`config.mk`:
```
export PLATFORM = sky130hd
export DESIGN_NAME = instr_fetch
export DESIGN_NICKNAME = d
export VERILOG_FILES = /design/src/rtl/instr_fetch_pkg.sv /design/src/rtl/instr_fetch_pc_incr.sv /design/src/rtl/instr_fetch.sv
export SDC_FILE = /design/constraint.sdc
export NUM_CORES = 1
export LEC_CHECK = 0
export CORE_UTILIZATION = 44
export DETAILED_ROUTE_END_ITERATION = 8
export PLACE_DENSITY = 0.73
export SLEW_MARGIN = 20
export SYNTH_ARGS = -nofsm -noshare
export SYNTH_HDL_FRONTEND = slang
export SYNTH_SLANG_ARGS = --single-unit
export TNS_END_PERCENT = 1
```
`constraint.sdc`:
```
create_clock -name Clock -period 3.87 [get_ports Clock]
set_clock_uncertainty 0.05 [all_clocks]
set_input_delay 0.774 -clock Clock [delete_from_list [all_inputs] [get_ports Clock]]
set_output_delay 0.774 -clock Clock [all_outputs]
set_load 0.05 [all_outputs]
```
`src/rtl/instr_fetch_pkg.sv`:
```
// Shared types and constants for the instruction fetch sequencer.
package instr_fetch_pkg;

  typedef enum logic [2:0] {
    ST_IDLE  = 3'd0,
    ST_FETCH = 3'd1,
    ST_LOAD  = 3'd2,
    ST_IMM   = 3'd3,
    ST_EXEC  = 3'd4,
    ST_HALT  = 3'd5
  } state_e;

  localparam logic [2:0] OP_MVI    = 3'b001;
  localparam logic [6:0] HALT_MARK = 7'h7F;

  function automatic logic is_mvi(input logic [15:0] word);
    return word[15:13] == OP_MVI;
  endfunction

  function automatic logic is_halt(input logic [15:0] word);
    return word[6:0] == HALT_MARK;
  endfunction

endpackage

```
`src/rtl/instr_fetch_pc_incr.sv`:
```
// Program-counter increment by 1 or 2, wrapping past LAST_ADDR back to 0.
module pc_incr #(
  parameter int ADDR_W    = 5,
  parameter int LAST_ADDR = 2**ADDR_W-1
) (
  input  logic [ADDR_W-1:0] pc_i,
  input  logic [1:0]        step_i,
  output logic [ADDR_W-1:0] nxt_o
);

  // Two guard bits so pc+2 never overflows before the wrap compare.
  localparam logic [ADDR_W+1:0] LAST_EXT = (ADDR_W+2)'(LAST_ADDR);
  localparam logic [ADDR_W+1:0] SPAN     = (ADDR_W+2)'(LAST_ADDR + 1);

  logic [ADDR_W+1:0] sum;

  assign sum   = {2'b00, pc_i} + {{ADDR_W{1'b0}}, step_i};
  assign nxt_o = (sum > LAST_EXT) ? ADDR_W'(sum - SPAN) : ADDR_W'(sum);

endmodule

```
`src/rtl/instr_fetch.sv`:
```
// Fetch sequencer feeding a processor from a synchronous ROM (mvi takes a second word).
// Optional halt-word support is enabled with the FETCH_HALT_EN macro.
module instr_fetch
  import instr_fetch_pkg::*;
#(
  parameter int ADDR_W    = 5,
  parameter int LAST_ADDR = 2**ADDR_W-1
) (
  input  logic              Clock,
  input  logic              Resetn,
  input  logic              Start,
  input  logic              Done,
  output logic [ADDR_W-1:0] mem_addr,
  input  logic [15:0]       mem_data,
  output logic [15:0]       DIN,
  output logic              Run,
  output logic              busy,
  output logic              halted,
  output logic [ADDR_W-1:0] pc,
  output state_e            state_o
);

  state_e            state_q, state_d;
  logic [ADDR_W-1:0] pc_q, pc_d, pc_nxt;
  logic [15:0]       instr_q, instr_d;
  logic [15:0]       imm_q, imm_d;
  logic              first_q, first_d;
  logic [1:0]        step;

  // Only the pc advance out of EXEC after an mvi skips two words.
  assign step = (state_q == ST_EXEC && is_mvi(instr_q)) ? 2'd2 : 2'd1;

  pc_incr #(
    .ADDR_W   (ADDR_W),
    .LAST_ADDR(LAST_ADDR)
  ) u_pc_incr (
    .pc_i  (pc_q),
    .step_i(step),
    .nxt_o (pc_nxt)
  );

  always_ff @(posedge Clock or negedge Resetn) begin
    if (!Resetn) begin
      state_q <= ST_IDLE;
      pc_q    <= '0;
      instr_q <= '0;
      imm_q   <= '0;
      first_q <= 1'b0;
    end else begin
      state_q <= state_d;
      pc_q    <= pc_d;
      instr_q <= instr_d;
      imm_q   <= imm_d;
      first_q <= first_d;
    end
  end

  always_comb begin
    state_d  = state_q;
    pc_d     = pc_q;
    instr_d  = instr_q;
    imm_d    = imm_q;
    first_d  = first_q;
    mem_addr = '0;
    DIN      = 16'h0000;
    Run      = 1'b0;
    case (state_q)
      ST_IDLE: begin
        if (Start) state_d = ST_FETCH;
      end
      ST_FETCH: begin
        mem_addr = pc_q;
        state_d  = ST_LOAD;
      end
      ST_LOAD: begin
        // Decode straight from the ROM word so the immediate read starts this cycle.
        instr_d = mem_data;
        first_d = 1'b1;
`ifdef FETCH_HALT_EN
        if (is_halt(mem_data)) begin
          state_d = ST_HALT;
        end else if (is_mvi(mem_data)) begin
          mem_addr = pc_nxt;
          state_d  = ST_IMM;
        end else begin
          state_d = ST_EXEC;
        end
`else
        if (is_mvi(mem_data)) begin
          mem_addr = pc_nxt;
          state_d  = ST_IMM;
        end else begin
          state_d = ST_EXEC;
        end
`endif
      end
      ST_IMM: begin
        imm_d   = mem_data;
        state_d = ST_EXEC;
      end
      ST_EXEC: begin
        Run     = 1'b1;
        DIN     = (first_q || !is_mvi(instr_q)) ? instr_q : imm_q;
        first_d = 1'b0;
        if (Done) begin
          pc_d    = pc_nxt;
          state_d = ST_FETCH;
        end
      end
      ST_HALT: begin
        state_d = ST_HALT;
      end
      default: begin
        state_d = ST_IDLE;
      end
    endcase
  end

  assign busy    = (state_q != ST_IDLE) && (state_q != ST_HALT);
  assign pc      = pc_q;
  assign state_o = state_q;

`ifdef FETCH_HALT_EN
  assign halted = (state_q == ST_HALT);
`else
  assign halted = 1'b0;
`endif

endmodule

```
Word level (Yosys, flattened, before mapping) --
Index checks and enable logic that the tools add are counted.
Storage, ports and cells: bits in registers 41, output and inout bits 32, logic and storage cells 39
Operators by class: order comparisons 1, muxes and demuxes 12, equality and inequality tests 10, reduce and logical (&&, ||, !) cells 9, add/subtract/negate cells 2
Operator list (number):
- $mux W16 | 2
- $pmux W3 S6 | 1
- $mux W5 | 2
- $pmux W5 S2 | 1
- $eq A3 B1 Y1 const B | 3
- $mux W3 | 3
- $add A5 B2 Y6 | 1
- $eq A3 B2 Y1 const B | 2
- $eq A3 B3 Y1 const B | 2
- $gt A6 B5 Y1 const B | 1
- $sub A5 B1 Y5 const B | 1
- $ne A2 B2 Y1 const B | 2
- $reduce_and A2 Y1 | 2
- $logic_not A3 Y1 | 1
- $ne A3 B3 Y1 const B | 1
- $reduce_bool A3 Y1 | 1
- $logic_and A1 B1 Y1 | 2
- $mux W2 | 1
- $pmux W1 S2 | 1
- $reduce_bool A2 Y1 | 1
- $logic_not A1 Y1 | 1
- $logic_or A1 B1 Y1 | 1
- $mux W1 | 1

Logic depth before layout (Yosys ltp) --
Gate-level depths: netlist of run 1.
word-level depth 8, depth in mapped cells 11

By module --
From an unflattened synthesis of run 1, not the netlist that was laid out.
Unflattened totals: cells, all modules 185, area, all modules 2492.4 µm²
Modules (own cells, without submodules):
- instr_fetch | cells each 170, area an instance 2374.8 µm², times used 1
- pc_incr | cells each 15, area an instance 117.6 µm², times used 1

Worst setup path before layout of run 1 --
No wires, ideal clock.
kind reg2out, from register state_q[2], in the netlist state_o[2], to output port mem_addr[4], path buffers 2, arrival time 3.778 ns, setup slack -0.732 ns, cell stages (with the launch flop) 12, cell sequence dfrtp_1 buf_4 or3b_1 buf_6 clkinv_4 nand2_2 or3_1 ha_1 fa_1 nand3_1 xor2_1 o21ai_0
On the way: longest elaborated chain between the ends 8, elaborated cells between the ends (all ways) 11, those cells by class add/sub: 2; order compare: 1; eq/ne: 3; mux: 4; reduce/logical: 1
RTL lines:
- start, declared | RTL line instr_fetch.sv:23 | state_e state_q, state_d;
- start signal, assigned | RTL line instr_fetch.sv:50 | state_q <= state_d;
- $eq A3 B3 Y1 | RTL line instr_fetch.sv:31 | assign step = (state_q == ST_EXEC && is_mvi(instr_q)) ? 2'd2 : 2'd1;
- $logic_and A1 B1 Y1 | RTL line instr_fetch.sv:31
- $mux W2 | RTL line instr_fetch.sv:31
- $add A5 B2 Y6 | RTL line instr_fetch_pc_incr.sv:17 | assign sum = {2'b00, pc_i} + {{ADDR_W{1'b0}}, step_i};
- $sub A5 B1 Y5 or $gt A6 B5 Y1 (tied branches) | RTL line instr_fetch_pc_incr.sv:18 | assign nxt_o = (sum > LAST_EXT) ? ADDR_W'(sum - SPAN) : ADDR_W'(sum);
- $mux W5 | RTL line instr_fetch_pc_incr.sv:18
- $mux W5 | RTL line instr_fetch.sv:89 | if (is_mvi(mem_data)) begin
- $pmux W5 S2 (*) | RTL line instr_fetch.sv:67 | case (state_q)
- end, declared | RTL line instr_fetch.sv:13 | output logic [ADDR_W-1:0] mem_addr,
Mark *: on every way between the ends. The rest lies on a longest branch, timed or not.

Worst setup path after layout of run 1 --
from register state_q[1], in the netlist state_o[1], to output port mem_addr[2]
The elaborated chain is that of the path after synthesis.

==> results of run 1 <==
metrics by stage:
stage | TNS, ps | hold WS (ps)
finish | 0 | 458
floorplan | -154 | 428
detailed placement | 0 | 444
global route | 0 | 470
CTS | 0 | 461
global placement | 0 | 438
registers in the layout, indices dropped and copies added, names as in the netlist:
signal and flops:
first_q 1, imm_q 16, instr_q 16, pc 5, state_o 3
layout by cell type (no fill, tap or decap), types with 2 or more instances in the layout:
| cell | instances |
|---|---|
| a21oi_1 | 18 |
| clkinv_2 | 2 |
| xnor2_1 | 2 |
| clkbuf_8 | 5 |
| nor2_1 | 6 |
| clkdlybuf4s50_1 | 42 |
| nand2_2 | 2 |
| xor2_1 | 2 |
| ha_1 | 2 |
| a32o_1 | 2 |
| buf_4 | 7 |
| buf_12 | 5 |
| nand2_1 | 29 |
| mux2_4 | 2 |
| nor3_1 | 2 |
| mux2_2 | 32 |
| o21ai_0 | 2 |
| nand3_1 | 2 |
| nand3b_1 | 3 |
| dfrtp_1 | 41 |
| inv_1 | 3 |
power breakdown:
part           total [uW]  switching (uW)  internal [uW]
sequential            787             145            642
combinational        1410             812            599
clock                 266             141            125
total                2460            1100           1370
critical path, stage by stage, from the launching register on:
cell and delay, ps:
dfrtp_1 440, or3b_4 420, clkinv_4 70, nand2_2 60, or3_1 310, ha_1 230, fa_1 440, nand3b_1 220
a31oi_4 240, buf_12 160
cell type report:
class                   count  area [sq um]  area share [%]
clock buffers               6          72.6            2.64
clock inverters             2          10.0           0.365
inverters                   4          20.0           0.730
multi-input cells         128           972            35.4
flip-flops and latches     41          1030            37.4
well taps                  52          65.1            2.37
repair buffers             55           578            21.1
kinds of logic after synthesis:
kind of cell | synth area share, %
AND/OR/NAND/NOR | 13.5
flip-flops | 49.6
multiplexers | 18.9
AO/OA/AOI/OAI | 9.26
buffers and inverters | 4.66
XOR/XNOR | 1.70
adder cells (fa/ha/maj) | 2.18
other | 0.181
layer usage:
metal / share of wire (%) / vias up
li1: - / 746
met1: 48 / 745
met2: 46 / 40
met3: 4.7 / 7
met4: 1.3 / 0
met5: 0 / -
worst paths after layout:
path                                           endpoint  slack [ps]  cells past startpoint
worst min register to register     imm_q[0]$_DFFE_PN0P_         460                      1
worst max-delay path                        mem_addr[2]         160                      9
max in group asynchronous       instr_q[10]$_DFFE_PN0N_        2640                      1
worst min-delay path               imm_q[0]$_DFFE_PN0P_         460                      1
worst max register to register        pc[4]$_DFFE_PN0P_        1360                      9
min in group asynchronous        instr_q[1]$_DFFE_PN0N_         560                      1
repair_timing:
| item | 4_1_cts | 5_1_grt |
|---|---|---|
| setup buffers | 0 | 0 |
| endpoints found under the setup margin | 0 | 1 |
| gates resized for setup | 0 | 1 |
==> results_dict.tcl, run 1 <==
set metrics [dict create \
    dr.pass1.iters 7 \
    wl_mm 4.26 \
    area_growth_pct 32.7 \
    clock-sinks 41 \
    synthTopCellsByCount "dfrtp_1 (41), mux2_2 (32), nand2_1 (29)" \
    hp-class "reg -> reg" \
    cp.arrival_ps 2890 \
    synth.largest_area_cell "dfrtp_1" \
    placedCellCount 280 \
    fp.dieH_microns 70.5 \
    synthCells 185 \
    layout.nets 258 \
    routed_via_density 5.34 \
    antenna_found_initial 0 \
    cts.path.max_buffers 2 \
    busiest_layer "met2" \
    clkTransAtPathRegs_ps 80 \
    grt_start_max_net_pins 42 \
    root_buffer "clkbuf_8" \
    grtUsageTotal_pct 18.3 \
    async_reset_ff_share_pct 100 \
    rsz0062_at_grt "false" \
    utilization_pct 61.7 \
    synth_cell_types 40 \
    numCtsBuffers 5 \
    synth_area_sq_um 2070 \
    grt_pass1_wl_mm 7.08 \
    cp_max_fo 7 \
    grt_pass1_vias 1447 \
    synth_edf_count 0 \
    max-slew-margin-rel_pct 39.5 \
    irDropWorstVdd_mv 0.396 \
    ys_seq_elements 41 \
    ys_seq_area_share_pct 49.6 \
    fillers 374 \
    place_ws_ps 439 \
    cts_hold_buffers 0 \
    met2_usage_pct 27.6 \
    stdcell_area_sq_um 2740 \
    yosys_warnings 0 \
    crit_path_start_kind "flip-flop" \
    r2r-start "state_o[1]$_DFFE_PN0P_" \
    die_w_microns 70.5 \
    globalplace.congestion 0.811 \
    dpl.hpwl_mm 2.91 \
    start_util_pct 46.5 \
    setup_viol 0 \
    cp.required_ps 3050 \
    total_power_uw 2460 \
    slew_violations 0 \
    worst_slack_ps 158 \
    period_minus_slack_ps 3710 \
    post-route-period-util_pct 95.9 \
    final_cells 288 \
    grt_util_met1_pct 26.8 \
    route.detailed.drc 8 \
    port_buffers 50 \
    yosysMostFrequentCell "dfrtp_1" \
    syn_nets 208 \
    drv_cap 0 \
    tightest_slew_ps 908 \
    crit_path_start "state_o[1]$_DFFE_PN0P_" \
    cp-end-kind "output pin" \
    detail-route-antenna-nets 0 \
    final_layout_size_suffix_gt1_share_pct 26.7 \
    violations "design-rule violations" \
    leakagePower_uw 0.00114 \
    max_freq_ghz 0.269 \
    vias 1538 \
    core_sq_um 4440 \
    synth_top_area_share_pct 49.6 \
    rows 24 \
    avgSynthCellArea_sq_um 11.2 \
    wire_per_inst_microns 14.8 \
    worstSetupPathType "reg -> out" \
    grt_overflow 0 \
    drt-initial-drc-count 158 \
    use_met3_pct 3.99 \
    cts.htree.levels 2 \
    power_density_nw_per_um2 898 \
    clock_latency_ps 290 \
    min_from "imm_q[0]$_DFFE_PN0P_" \
    diodes 0 \
    postPlaceCellArea_sq_um 2660 \
    dieArea_sq_um 4980 \
    io-pin-count 52 \
    cts_tree "yes" \
    hold_violations 0 \
    synth_area_leaders "dfrtp_1 (50%), mux2_2 (17%), nand2_1 (5.3%)" \
    synth-main-ff-cell "dfrtp_1" \
    outcome "finished with violations" \
]
No activity file was read; power rests on OpenSTA's default activity.
==> run 2, diff against run 1 <==
- ABC_AREA: default -> 0
==> results of run 2 <==
Same layout as run 1: the final DEF is identical, and so are final timing and power.
==> run 3, diff against run 2 <==
- CORE_UTILIZATION: 44 -> 30
- PLACE_DENSITY: 0.73 -> default
==> results_dict.tcl, run 3 (synthesis gave the netlist of run 1 again) <==
set metrics [dict create \
    wl_mm 4.70 \
    wire_per_inst_microns 15.0 \
    total_power_uw 2550 \
    route.met3.wl_microns 210 \
    met2WireLength_mm 2.16 \
    die_w_microns 85.0 \
    hp-class "reg -> reg" \
    core_sq_um 6490 \
    layout.nets 259 \
    start_util_pct 31.8 \
    vias 1518 \
    slew_violations 0 \
    cts.path.max_buffers 2 \
    cp.required_ps 3050 \
    setup_viol 0 \
    worstSetupPathType "reg -> out" \
    worst_slack_ps 165 \
    dr.pass1.iters 4 \
    post-cts-setup-buffer-count 0 \
    route.detailed.drc 0 \
    cp_max_fo 7 \
    grt_pass1_vias 1575 \
    cts.htree.levels 2 \
    routed_via_density 4.85 \
    max-slew-margin-rel_pct 38.6 \
    dpl.hpwl_mm 3.27 \
    drv_cap 0 \
    clock_latency_ps 290 \
    final_cell_mix "clkdlybuf4s50_1 (44), dfrtp_1 (40), mux2_2 (32), nand2_1 (29), a21oi_1 (18)" \
    dieArea_sq_um 7230 \
    leakagePower_uw 0.00115 \
    diodes 0 \
    power_density_nw_per_um2 905 \
    grt_overflow 0 \
    whs_ps 458 \
    cp-end-kind "output pin" \
    layout_commonest_cell "clkdlybuf4s50_1" \
    area_growth_pct 36.4 \
    grt_pass1_wl_mm 7.82 \
    final_layout_size_suffix_gt1_share_pct 26.7 \
    antenna_found_initial 0 \
    globalplace.congestion 0.766 \
    rows 29 \
    period_minus_slack_ps 3700 \
    fillers 611 \
    clkTransAtPathRegs_ps 80 \
    grt_start_max_net_pins 42 \
    cts_hold_buffers 0 \
    clock-sinks 41 \
    detail-route-antenna-nets 0 \
    numCtsBuffers 5 \
    hold_violations 0 \
    tightest_slew_ps 921 \
    rsz0062_at_grt "false" \
    fp.dieH_microns 85.0 \
    cts_tree "yes" \
    met1_length_mm 2.22 \
    max_freq_ghz 0.270 \
    io-pin-count 52 \
    multi_input_area_sq_um 981 \
    crit_path_start_kind "flip-flop" \
    root_buffer "clkbuf_8" \
    seqCellArea_sq_um 1030 \
    grtUsageTotal_pct 14.0 \
    outcome "finished clean" \
    dr.max_layer_used "met4" \
    drt-initial-drc-count 55 \
    port_buffers 50 \
    place_ws_ps 436 \
    irDropWorstVdd_mv 0.415 \
    cp.arrival_ps 2880 \
    post-route-period-util_pct 95.7 \
]
[run 3: cell count changes in the layout (fill, tap and decap cells not counted), sizes merged]
cell,delta
clkdlybuf4s50,+2
clkinv,-1
bufinv,+1
clkbuf,-1
buf,-1
[run 3: power by group]
part           switching [uW]  internal [uW]
clock                     142            187
sequential                150            642
combinational             818            610
total                    1110           1440
[run 3: timing repair]
| item | 4_1_cts | 5_1_grt |
|---|---|---|
| resized for setup | 0 | 2 |
| endpoints found under the setup margin | 0 | 1 |
| hold endpoints to repair | 0 | 0 |
[run 3: layer usage]
metal | GRT usage [%] | up-vias
met5 | 0 | -
met4 | 6.47 | 0
met3 | 3.21 | 8
met2 | 21.3 | 41
met1 | 18.9 | 724
li1 | - | 745
[run 3: metrics by stage]
step | setup TNS [ps] | cells | instance area [sq um] | utilization, %
3_5_place_dp | 0 | 306 | 2710 | 41.7
4_1_cts | 0 | 313 | 2820 | 43.3
5_1_grt | 0 | 313 | 2820 | 43.4
6_report | 0 | 313 | 2820 | 43.4
3_3_place_gp | 0 | 306 | 2710 | 41.7
2_1_floorplan | -154 | 185 | 2090 | -
[run 3: final timing paths]
check / start / endpoint / slack, ps / depth (start not counted)
worst max-delay path: state_o[1]$_DFFE_PN0P_ / mem_addr[2] / 170 / 9
worst max register to register: state_o[1]$_DFFE_PN0P_ / pc[4]$_DFFE_PN0P_ / 1350 / 9
max in group asynchronous: Resetn / state_o[1]$_DFFE_PN0P_ / 2580 / 1
worst min-delay path: imm_q[12]$_DFFE_PN0P_ / imm_q[12]$_DFFE_PN0P_ / 460 / 1
min in group asynchronous: Resetn / pc[4]$_DFFE_PN0P_ / 560 / 1
worst min register to register: imm_q[12]$_DFFE_PN0P_ / imm_q[12]$_DFFE_PN0P_ / 460 / 1
[run 3: final cells by class]
type                            count  area share (%)
Clock buffer                        5            2.44
Tap cell                           77            3.42
Timing Repair Buffer               56            20.9
Inverter                            4           0.710
Clock inverter                      2            1.24
Multi-Input combinational cell    128            34.8
Sequential cell                    41            36.4
[run 3: worst max-delay path: stages (launching register included)]
cell and delay [ps]:
dfrtp_2 450, or3b_4 410, clkinv_4 80, nand2_2 60, or3_1 320, ha_1 230
fa_1 430, nand3b_1 220, a31oi_4 240, buf_12 160
